===== config.mk =====
export PLATFORM = sky130hd
export DESIGN_NAME = kutula_flat
export DESIGN_NICKNAME = d
export VERILOG_FILES = /design/src/rtl/kutula_if.sv /design/src/rtl/kutula.sv /design/src/flat_wrapper.sv
export SDC_FILE = /design/constraint.sdc
export NUM_CORES = 1
export LEC_CHECK = 0
export CAP_MARGIN = 20
export CORE_UTILIZATION = 48
export DETAILED_ROUTE_END_ITERATION = 16
export GPL_TIMING_DRIVEN = 0
export PLACE_DENSITY = 0.74
export REMOVE_ABC_BUFFERS = 1
export SLEW_MARGIN = 20
export SYNTH_ARGS = -nofsm -noshare
export SYNTH_HDL_FRONTEND = slang
export SYNTH_SLANG_ARGS = --single-unit
export TNS_END_PERCENT = 1

===== constraint.sdc =====
create_clock -name saat -period 2.4 [get_ports saat]
set_input_delay 0.48 -clock saat [delete_from_list [all_inputs] [get_ports saat]]
set_output_delay 0.48 -clock saat [all_outputs]
set_load 0.005 [all_outputs]

===== src/rtl/kutula_if.sv =====
// Pizza intake (from pisir) and courier delivery signals of the packaging stage.
interface kutula_if;
  logic basla;
  logic kabarik;
  logic tuzlu;
  logic kurye_hazir;
  logic teslim_gecerli;
  logic teslim_kabarik;
  logic teslim_tuzlu;

  modport master (
    output basla, kabarik, tuzlu, kurye_hazir,
    input  teslim_gecerli, teslim_kabarik, teslim_tuzlu
  );

  modport slave (
    input  basla, kabarik, tuzlu, kurye_hazir,
    output teslim_gecerli, teslim_kabarik, teslim_tuzlu
  );
endinterface


===== src/rtl/kutula.sv =====
// Packaging stage: buffers baked pizzas, folds a box for each, hands it to the courier.
module kutula #(
  parameter int DERINLIK       = 4,
  parameter int KATLAMA_SURESI = 3
) (
  input  logic       saat,
  input  logic       reset,
  kutula_if.slave    pz,
  output logic [6:0] kutu_sayisi,
  output logic [3:0] kayip_sayisi,
  output logic       dolu,
  output logic       bos,
  output logic       bitti
);
  localparam int AW = $clog2(DERINLIK);
  localparam int CW = $clog2(DERINLIK) + 1;
  localparam int SW = $clog2(KATLAMA_SURESI + 1);

  typedef enum logic [1:0] {BOSTA, KATLA, TESLIM} durum_t;

  durum_t        durum_q, durum_d;
  logic [1:0]    mem [DERINLIK];
  logic [AW-1:0] wr_ptr, rd_ptr;
  logic [CW-1:0] doluluk, doluluk_d;
  logic [SW-1:0] sayac;
  logic [1:0]    calisma;
  logic          gecerli_q, kabarik_q, tuzlu_q;
  logic          push, drop, pop, yukle, el_sikisma;

  assign pz.teslim_gecerli = gecerli_q;
  assign pz.teslim_kabarik = kabarik_q;
  assign pz.teslim_tuzlu   = tuzlu_q;

  // Full is judged on pre-edge occupancy, so a same-edge pop never rescues a push.
  assign push      = pz.basla && (doluluk != CW'(DERINLIK));
  assign drop      = pz.basla && (doluluk == CW'(DERINLIK));
  assign doluluk_d = doluluk + CW'(push) - CW'(pop);

  always_comb begin
    durum_d    = durum_q;
    pop        = 1'b0;
    yukle      = 1'b0;
    el_sikisma = 1'b0;
    case (durum_q)
      BOSTA: begin
        if (doluluk != '0) begin
          pop     = 1'b1;
          durum_d = KATLA;
        end
      end
      KATLA: begin
        if (sayac == SW'(KATLAMA_SURESI - 1)) begin
          yukle   = 1'b1;
          durum_d = TESLIM;
        end
      end
      TESLIM: begin
        if (pz.kurye_hazir) begin
          el_sikisma = 1'b1;
          durum_d    = BOSTA;
        end
      end
      default: durum_d = BOSTA;
    endcase
  end

  always_ff @(posedge saat) begin
    if (reset) begin
      durum_q      <= BOSTA;
      wr_ptr       <= '0;
      rd_ptr       <= '0;
      doluluk      <= '0;
      sayac        <= '0;
      calisma      <= '0;
      gecerli_q    <= 1'b0;
      kabarik_q    <= 1'b0;
      tuzlu_q      <= 1'b0;
      kutu_sayisi  <= '0;
      kayip_sayisi <= '0;
      dolu         <= 1'b0;
      bos          <= 1'b1;
      bitti        <= 1'b0;
    end else begin
      durum_q <= durum_d;
      doluluk <= doluluk_d;
      dolu    <= (doluluk_d == CW'(DERINLIK));
      bos     <= (doluluk_d == '0);
      bitti   <= el_sikisma;

      if (push) begin
        mem[wr_ptr] <= {pz.kabarik, pz.tuzlu};
        wr_ptr      <= wr_ptr + AW'(1);
      end
      if (drop && kayip_sayisi != '1)
        kayip_sayisi <= kayip_sayisi + 4'd1;

      if (pop) begin
        calisma <= mem[rd_ptr];
        rd_ptr  <= rd_ptr + AW'(1);
        sayac   <= '0;
      end else if (durum_q == KATLA) begin
        sayac <= sayac + SW'(1);
      end

      if (yukle) begin
        gecerli_q <= 1'b1;
        kabarik_q <= calisma[1];
        tuzlu_q   <= calisma[0];
      end else if (el_sikisma) begin
        gecerli_q <= 1'b0;
        if (kutu_sayisi != '1)
          kutu_sayisi <= kutu_sayisi + 7'd1;
      end
    end
  end
endmodule


===== src/flat_wrapper.sv =====
// flat-port wrapper written by rule: the top's interface ports become plain ports
module kutula_flat 
#(
  parameter int DERINLIK       = 4,
  parameter int KATLAMA_SURESI = 3
)
  (saat, reset, kutu_sayisi, kayip_sayisi, dolu, bos, bitti, pz_basla, pz_kabarik, pz_tuzlu, pz_kurye_hazir, pz_teslim_gecerli, pz_teslim_kabarik, pz_teslim_tuzlu);
  kutula_if pz_i ();
  input  logic saat;
  input  logic reset;
  output logic [6:0] kutu_sayisi;
  output logic [3:0] kayip_sayisi;
  output logic dolu;
  output logic bos;
  output logic bitti;
  input wire logic [$bits(pz_i.basla)-1:0] pz_basla;
  input wire logic [$bits(pz_i.kabarik)-1:0] pz_kabarik;
  input wire logic [$bits(pz_i.tuzlu)-1:0] pz_tuzlu;
  input wire logic [$bits(pz_i.kurye_hazir)-1:0] pz_kurye_hazir;
  output wire logic [$bits(pz_i.teslim_gecerli)-1:0] pz_teslim_gecerli;
  output wire logic [$bits(pz_i.teslim_kabarik)-1:0] pz_teslim_kabarik;
  output wire logic [$bits(pz_i.teslim_tuzlu)-1:0] pz_teslim_tuzlu;
  assign pz_i.basla = pz_basla;
  assign pz_i.kabarik = pz_kabarik;
  assign pz_i.tuzlu = pz_tuzlu;
  assign pz_i.kurye_hazir = pz_kurye_hazir;
  assign pz_teslim_gecerli = pz_i.teslim_gecerli;
  assign pz_teslim_kabarik = pz_i.teslim_kabarik;
  assign pz_teslim_tuzlu = pz_i.teslim_tuzlu;
  kutula #(.DERINLIK(DERINLIK), .KATLAMA_SURESI(KATLAMA_SURESI)) u_core (.saat(saat), .reset(reset), .pz(pz_i), .kutu_sayisi(kutu_sayisi), .kayip_sayisi(kayip_sayisi), .dolu(dolu), .bos(bos), .bitti(bitti));
endmodule

==> results of run 1 <==
-- final cells by class --
| cell class | instances | area [sq um] | area share |
|---|---|---|---|
| inverter | 11 | 46.3 | 0.0220 |
| clock buffer | 7 | 55.1 | 0.0262 |
| clock inverter | 1 | 5.00 | 0.00238 |
| sequential | 38 | 847 | 0.403 |
| timing repair buffer | 25 | 238 | 0.113 |
| tap | 46 | 57.6 | 0.0274 |
| multi-input combinational | 111 | 853 | 0.406 |
-- worst register-to-register path: stages (launching register included) --
cell,delay [ns]
dfxtp_4,0.36
or3_4,0.40
nand2_4,0.09
inv_6,0.05
ha_4,0.23
inv_2,0.04
ha_2,0.16
inv_2,0.04
fa_2,0.34
xnor3_1,0.23
nor2_2,0.06
and3_1,0.20
-- logic make-up (layout without fill, tap and decap cells) --
group	after synthesis	count (layout)	synth area share
XOR/XNOR	2	2	0.0181
flip-flops	38	38	0.486
adder cells (fa/ha/maj)	10	10	0.0767
AO/OA/AOI/OAI	32	32	0.126
buffers and inverters	16	44	0.0405
multiplexers	6	6	0.0506
AND/OR/NAND/NOR	61	61	0.202
-- power by group --
part / switching, mW / internal (mW) / total, mW
sequential: 0.109 / 0.766 / 0.875
clock: 0.199 / 0.142 / 0.341
combinational: 0.373 / 0.395 / 0.768
-- final timing paths --
kind | startpoint | end | slack (ns)
setup reg to reg | u_core.doluluk[2] | u_core.dolu | 0.11
setup / recovery | u_core.doluluk[2] | u_core.dolu | 0.11
hold / removal | u_core.pz.teslim_kabarik | u_core.pz.teslim_kabarik | 0.46
hold reg to reg | u_core.pz.teslim_kabarik | u_core.pz.teslim_kabarik | 0.46
-- timing repair --
action,in CTS,in global routing
setup endpoints to repair,3,3
resized for setup,7,10
buffers inserted,1,2
pin swaps,4,5
-- sequential cells by signal, indices dropped and copies added (netlist names) --
name and count:
u_core.bos 1, u_core.calisma 2, u_core.durum_q 2, u_core.wr_ptr 2
u_core.bitti 1, u_core.rd_ptr 2, u_core.mem 8, u_core.doluluk 3
u_core.kutu_sayisi 7, u_core.sayac 2, u_core.pz.teslim_kabarik 1, u_core.pz.teslim_gecerli 1
u_core.pz.teslim_tuzlu 1, u_core.kayip_sayisi 4, u_core.dolu 1
-- per-stage QoR --
stage	setup WS (ns)	cells	hold slack (ns)	cell area (sq um)
3_5_place_dp	-0.310	228	0.450	1980
5_1_grt	-0.0128	239	0.494	2100
3_3_place_gp	-0.206	228	0.444	1980
6_report	0.106	239	0.465	2100
4_1_cts	0.00950	237	0.465	2060
2_1_floorplan	-0.0613	160	0.436	1700
-- layout by cell type, fill, tap and decap left out, types with 2 or more instances in the layout --
cell type,instances
ha_1,7
and3_1,5
nand4_1,2
and2_1,4
a21oi_1,12
nand2b_1,2
a41oi_1,3
nor2_1,12
nor3_1,5
dfxtp_2,2
inv_1,7
nand2_1,11
dfxtp_1,27
clkbuf_4,5
clkdlybuf4s50_1,21
nand3_1,3
mux4_2,2
inv_2,2
a311oi_1,5
nand3b_1,4
o21ai_0,4
a31oi_1,2
edfxtp_1,8
mux2_2,2
mux2i_1,2
nor2b_1,3
buf_4,3
-- routing by layer --
| layer | vias to the layer above | global-route usage |
|---|---|---|
| li1 | 650 | - |
| met5 | - | 0 |
| met2 | 22 | 0.318 |
| met4 | 0 | 0.0952 |
| met1 | 630 | 0.204 |
| met3 | 7 | 0.0497 |
==> flow_summary.json, run 1 <==
{
  "synthDistinctLibCells": 43,
  "routed-wl-met3_um": 95,
  "tightest_slew_ns": 0.649,
  "htree_levels": 2,
  "grt_max_degree": 30,
  "slew_violations": 0,
  "num_rows": 21,
  "diodes": 0,
  "synthTopCellsByCount": "30 x dfxtp_1, 14 x nor2_1, 12 x a21oi_1, 12 x nand2_1, 10 x inv_1",
  "slew_headroom": 0.566,
  "end_kind": "register",
  "place_congestion": 0.745,
  "critical-path-top-delay-family": "simple AND/OR/NAND/NOR gates",
  "ys_warn_count": 0,
  "period_minus_slack_ns": 2.29,
  "slowest_stage": "or3_4",
  "finalHoldViolations": 0,
  "drt_iter0_markers": 82,
  "clockRootBuffer": "clkbuf_4",
  "synth.ff_latch_count": 38,
  "grt_pass1_wl_um": 4950,
  "clock_latency_ns": 0.34,
  "path_cells": "or3_4 -> nand2_4 -> inv_6 -> ha_4 -> inv_2 -> ha_2 -> inv_2 -> fa_2 -> xnor3_1 -> nor2_2 -> and3_1",
  "cp.depth": 11,
  "ctsHoldBuffers": 0,
  "drive_above_1_share": 0.166,
  "yosysTopAreaCell": "dfxtp_1",
  "final.period_utilization": 0.956,
  "initial_utilization": 0.510,
  "cp.arrival_ns": 2.54,
  "grt_use_total": 0.183,
  "wl_um": 3120,
  "cts_tree": "built",
  "vias_per_cell": 5.48,
  "synthDominantCellAreaShare": 0.347,
  "async_reset_ff_frac": 0,
  "dr_wl_met2_um": 1630,
  "status": "finished, final reports clean",
  "skew_ns": 0.0112,
  "die_h_um": 62.0,
  "whs_path_depth": 2,
  "post_drt_wl_per_cell_um": 13.1,
  "yosysSeqAreaShare": 0.486,
  "critPathRequiredTime_ns": 2.64,
  "clockBufferDepth": 2,
  "p_leak_nw": 0.771,
  "grt_pass1_vias": 1186,
  "numCtsBuffers": 5,
  "synth.most_common_cell": "dfxtp_1",
  "netlist_area_sq_mm": 0.00173,
  "drc_errors": 0,
  "io_pins": 23,
  "wl_met1_um": 1330,
  "irDropWorstVdd_mv": 0.695,
  "drt_pass1_iterations": 4,
  "drv_cap": 0,
  "port_buffers": 22,
  "clk_pin_slew_worst_paths_ns": 0.10,
  "top_layer_used": "met4",
  "grt-ovfl-total": 0,
  "power_density_mw_per_mm2": 944,
  "synth_ff_type": "dfxtp_1",
  "setup_viol": 0,
  "syn_inst": 165,
  "cp_max_fo": 6,
  "finalPower_mw": 1.98,
  "hold_path_class": "reg2reg",
  "rr_worst_depth": 11,
  "fill_cells": 276,
  "die_w_um": 62.0,
  "dieArea_sq_mm": 0.00385,
  "final_util": 0.620,
  "synth_edf_count": 8,
  "path_class": "reg2reg",
  "synth_area_per_cell_sq_um": 10.5,
  "setup_tns_ns": 0,
  "drtAntennaViolNets": 0,
  "antenna_found_initial": 0,
  "path_common_cell": "inv_2",
  "nNetsFinal": 208,
  "critPathLaunchType": "register",
  "slowest_delay_ns": 0.40,
  "num_vias": 1309,
  "cts.sinks": 38,
  "ys_top_cells_by_area": "dfxtp_1 35%, edfxtp_1 14%, ha_1 6.5%",
  "hpwlAfterDp_um": 2210,
  "max_freq_mhz": 436,
  "syn_to_final_growth_pct": 21.6,
  "crit_buf_inv": 3,
  "core_area_sq_mm": 0.00339
}
Power figures use the tool's default switching activity.
==> run 2: changes to the inputs <==
MAX_ROUTING_LAYER = met4   (was unset)
==> run 2 against run 1 <==
Compared with the run above:
- critical endpoint unchanged
- power hardly changed
- clock-buffer cell count stayed put
- fmax hardly changed
- wire length is 0.45% lower
- die area stayed put
- highest routed layer unchanged
- clock skew hardly changed
- global-route usage is 0.58 points higher
- register-to-register slack hardly changed
- clock power hardly changed
- cell area stayed put
- non-clock buffer count stayed put
- largest cell class unchanged
==> flow_summary.json, run 2 (same netlist as run 1, synthesis figures left out) <==
{
  "critPathRequiredTime_ns": 2.64,
  "cp_max_fo": 6,
  "grt_pass1_vias": 1186,
  "numCtsBuffers": 5,
  "port_buffers": 22,
  "num_rows": 21,
  "irDropWorstVdd_mv": 0.694,
  "placed_cell_area_sq_mm": 0.00198,
  "drt_iter0_markers": 80,
  "drv_cap": 0,
  "min-delay-start": "u_core.pz.teslim_kabarik",
  "end_kind": "register",
  "timing.rr.start": "u_core.doluluk[2]",
  "grt-ovfl-total": 0,
  "core_area_sq_mm": 0.00339,
  "grt_use_total": 0.189,
  "p_leak_nw": 0.771,
  "clockRootBuffer": "clkbuf_4",
  "clk_pin_slew_worst_paths_ns": 0.10,
  "diodes": 0,
  "nNetsFinal": 208,
  "tightest_slew_ns": 0.649,
  "reg_top3": "u_core.mem (8), u_core.kutu_sayisi (7), u_core.kayip_sayisi (4)",
  "num_vias": 1310,
  "syn_to_final_growth_pct": 21.6,
  "dieArea_sq_mm": 0.00385,
  "grt_max_degree": 30,
  "slew_violations": 0,
  "mostFrequentLayoutCell": "dfxtp_1",
  "slowest_stage": "or3_4",
  "vias_per_cell": 5.48,
  "antenna_found_initial": 0,
  "die_w_um": 62.0,
  "clock_latency_ns": 0.34,
  "finalPower_mw": 1.98,
  "ctsHoldBuffers": 0,
  "largest_register": "u_core.mem",
  "cp.arrival_ns": 2.54,
  "holdWs_ns": 0.464,
  "critPathLaunchType": "register",
  "post_drt_wl_per_cell_um": 13.0,
  "drive_above_1_share": 0.166,
  "path_cells": "or3_4 -> nand2_4 -> inv_6 -> ha_4 -> inv_2 -> ha_2 -> inv_2 -> fa_2 -> xnor3_1 -> nor2_2 -> and3_1",
  "drtAntennaViolNets": 0,
  "fin_area_sq_mm": 0.00210,
  "grt_pass1_wl_um": 4950,
  "finalNonFillerCells": 239,
  "final.period_utilization": 0.955,
  "cts_tree": "built",
  "io_pins": 23,
  "final_util": 0.620,
  "drt_pass1_iterations": 4,
  "path_common_cell": "inv_2",
  "initial_utilization": 0.510,
  "layout_common_cells": "27 x dfxtp_1, 21 x clkdlybuf4s50_1, 12 x nor2_1, 12 x a21oi_1, 11 x nand2_1",
  "die_h_um": 62.0,
  "hpwlAfterDp_um": 2210,
  "hold_path_class": "reg2reg",
  "power_density_mw_per_mm2": 944,
  "cts.sinks": 38,
  "htree_levels": 2,
  "clockBufferDepth": 2,
  "setup_viol": 0,
  "status": "finished, final reports clean",
  "period_minus_slack_ns": 2.29,
  "critPathLaunch": "u_core.doluluk[2]",
  "finalHoldViolations": 0,
  "dp.cells": 228,
  "slowest_delay_ns": 0.40,
  "path_class": "reg2reg",
  "skew_ns": 0.0111,
  "place_congestion": 0.755,
  "largest_reg_flops": 8,
  "drc_errors": 0,
  "slew_headroom": 0.567,
  "wl_um": 3110,
  "max_freq_mhz": 436
}
## run 2: path summary, 6_finish.rpt
kind | end | slack [ns] | cells after the start
setup / recovery | u_core.dolu | 0.11 | 11
hold / removal | u_core.pz.teslim_kabarik | 0.46 | 2
hold reg to reg | u_core.pz.teslim_kabarik | 0.46 | 2
setup reg to reg | u_core.dolu | 0.11 | 11
## run 2: report_power, final
part	leakage [nW]	internal, mW	total [mW]	switching (mW)
Sequential	0.318	0.766	0.875	0.109
Clock	0.0353	0.142	0.341	0.199
Combinational	0.417	0.395	0.768	0.373
## run 2: timing repair
action / in CTS / in global routing
buffers inserted: 1 / 2
setup endpoints to repair: 3 / 3
hold endpoints to repair: 0 / 0
pin swaps: 4 / 5
gates resized for setup: 7 / 10
## run 2: routing by layer
| layer | up-vias | track usage | wire length, um |
|---|---|---|---|
| met5 | - | - | 0 |
| met1 | 622 | 0.204 | 1330 |
| met4 | 0 | 0.0952 | 63 |
| met3 | 7 | 0.0497 | 111 |
| met2 | 30 | 0.318 | 1600 |
| li1 | 651 | - | - |
## run 2: worst max-delay path, delay by kind of cell, from the launching register on
kind	cells	cell delay, ns
and+or+nand+nor	4	0.75
DFF	1	0.36
xor gates and xnor gates	1	0.23
adders and majority gates	3	0.72
buffers and inverters	3	0.13
## run 2: per-stage QoR
stage	setup TNS, ns	setup WS [ns]
5_1_grt	-0.0129	-0.0129
2_1_floorplan	-0.0812	-0.0613
4_1_cts	0	0.00950
6_report	0	0.108
3_5_place_dp	-2.64	-0.310
3_3_place_gp	-1.44	-0.206
## run 2: area by class of cell
type	count	area, sq um
clock inverters	1	5.00
well taps	46	57.6
fillers	276	1290
flip-flops and latches	38	847
clock buffers	7	55.1
repair buffers	25	238
inverters	11	46.3
multi-input cells	111	853
==> run 3: changes to the inputs <==
CORE_UTILIZATION = 54   (was 48)
CTS_BUF_LIST = sky130_fd_sc_hd__clkbuf_4 sky130_fd_sc_hd__clkbuf_8 sky130_fd_sc_hd__clkbuf_16   (was unset)
PLACE_DENSITY = 0.79   (was 0.74)
clock period = 2.6 ns   (was 2.4 ns; I/O delays follow)
==> run 3 against run 2 <==
Compared with the run above:
- final cell count fell by 1.3%
- core utilization rose by 5.9 points
- first-iteration DRC count fell by 19%
- highest routed layer unchanged
- clock power fell by 5.9%
- sequential cell count did not move
- sequential share of layout area rose by 0.64 points
- power fell by 11%
- fmax fell by 4.1%
- hold slack improved by 0.0040 ns
==> flow_summary.json, run 3 (same netlist as run 1, synthesis figures left out) <==
{
  "status": "finished, final reports clean",
  "syn_to_final_growth_pct": 19.8,
  "clkPwrFrac": 0.182,
  "tightest_slew_ns": 1.09,
  "critPathLaunchType": "register",
  "finalPower_mw": 1.76,
  "largest_register": "u_core.mem",
  "clk_pin_slew_worst_paths_ns": 0.12,
  "irDropWorstVdd_mv": 0.626,
  "rr_worst_depth": 11,
  "cts.sinks": 38,
  "grt_use_met1": 0.218,
  "p_int_mw": 1.18,
  "drive_above_1_share": 0.135,
  "period_minus_slack_ns": 2.39,
  "grt-ovfl-total": 0,
  "nNetsFinal": 207,
  "placed_cell_area_sq_mm": 0.00198,
  "path_cells": "or3_4 -> nand2_2 -> inv_2 -> ha_1 -> inv_1 -> ha_1 -> inv_1 -> fa_2 -> xnor3_1 -> nor2_2 -> and3_1",
  "layout_common_cells": "28 x dfxtp_1, 22 x clkdlybuf4s50_1, 12 x nor2_1, 12 x a21oi_1, 11 x nand2_1",
  "cp_max_fo": 6,
  "whs_path_depth": 2,
  "slew_violations": 0,
  "rrSetupSlack_ns": 0.21,
  "cp.arrival_ns": 2.61,
  "drtAntennaViolNets": 0,
  "io_pins": 23,
  "hpwlAfterDp_um": 2220,
  "max_freq_mhz": 418,
  "r2r-end": "u_core.dolu",
  "mostFrequentLayoutCell": "dfxtp_1",
  "crit_buf_inv": 3,
  "final_util": 0.679,
  "vias_per_cell": 5.58,
  "initial_utilization": 0.566,
  "timing.final.ws_setup_ns": 0.209,
  "drc_errors": 0,
  "num_rows": 20,
  "clock_latency_ns": 0.33,
  "drv_cap": 0,
  "comb_power_share": 0.359,
  "grt_use_total": 0.199,
  "slowest_delay_ns": 0.40,
  "skew_ns": 0.0160,
  "grt_pass1_vias": 1225,
  "fin_area_sq_mm": 0.00207,
  "core_area_sq_mm": 0.00305,
  "slew_headroom": 0.269,
  "clockRootBuffer": "clkbuf_4",
  "place_congestion": 0.799,
  "post-place-ws_ns": -0.0553,
  "diodes": 0,
  "min-delay-start": "u_core.pz.teslim_tuzlu",
  "reg_top3": "u_core.mem (8), u_core.kutu_sayisi (7), u_core.kayip_sayisi (4)",
  "slowest_stage": "or3_4",
  "htree_levels": 2,
  "end_kind": "register",
  "largest_reg_flops": 8,
  "dp.cells": 226,
  "port_buffers": 22,
  "clockBufferDepth": 2,
  "numCtsBuffers": 5,
  "met3_usage": 0.0462,
  "final.period_utilization": 0.919,
  "critical-path-top-delay-family": "simple AND/OR/NAND/NOR gates",
  "timing.rr.start": "u_core.doluluk[1]",
  "p_sw_mw": 0.583,
  "antenna_found_initial": 0,
  "min_to": "u_core.pz.teslim_tuzlu",
  "finalHoldViolations": 0,
  "gr-usage-met2": 0.343,
  "hold_path_class": "reg2reg",
  "cts_tree": "built",
  "die_h_um": 58.6,
  "critPathRequiredTime_ns": 2.82,
  "power.share.sequential": 0.459,
  "die_w_um": 58.6,
  "ctsHoldBuffers": 0,
  "drt_pass1_iterations": 4,
  "grt.busiest_layer": "met2",
  "switching_share": 0.331,
  "setup_viol": 0,
  "grt_max_degree": 30,
  "setup_tns_ns": 0,
  "num_vias": 1316,
  "wl_um": 3080,
  "rsz0062_at_grt": "false",
  "p_leak_nw": 0.767,
  "dieArea_sq_mm": 0.00343,
  "post_drt_wl_per_cell_um": 13.0,
  "power_density_mw_per_mm2": 851,
  "grt_pass1_wl_um": 5020,
  "path_class": "reg2reg",
  "finalNonFillerCells": 236,
  "holdWs_ns": 0.468,
  "drt_iter0_markers": 65
}
run 3: worst max-delay path by stage:
stage | from | cells after the start | to
floorplan | u_core.doluluk[2] | 11 | u_core.dolu
global placement | pz_basla | 9 | u_core.dolu
detailed placement | pz_basla | 9 | u_core.dolu
CTS | u_core.doluluk[2] | 11 | u_core.dolu
global route | u_core.doluluk[1] | 11 | u_core.dolu
finish | u_core.doluluk[1] | 11 | u_core.dolu
run 3: layer usage:
layer,vias up,share of wire
li1,647,-
met1,632,0.42
met2,35,0.53
met3,2,0.040
met4,0,0.0055
met5,-,0
run 3: final cells by class:
cell class	count	area, sq um
Multi-Input combinational cell	111	828
Timing Repair Buffer	24	235
Inverter	11	41.3
Tap cell	44	55.1
Sequential cell	38	848
Clock buffer	7	58.8
Fill cell	242	981
Clock inverter	1	5.00
run 3: repair_timing:
item / in CTS / in global routing
pin swaps: 0 / 4
setup buffers: 0 / 2
gates resized for setup: 4 / 5
setup endpoints to repair: 2 / 3
run 3: power by group through the flow:
stage	registers, mW	logic, mW	clock network (mW)
final	0.809	0.634	0.321
after global routing	0.825	0.724	0.357
after CTS	0.805	0.600	0.330
after detailed placement	0.814	0.585	0
after global placement	0.804	0.558	0
after floorplan	0.792	0.445	0
run 3: worst min-delay path, stage by stage, from the launching register on:
cell and delay (ns):
dfxtp_1 0.33, nand2_1 0.05, a21oi_1 0.05
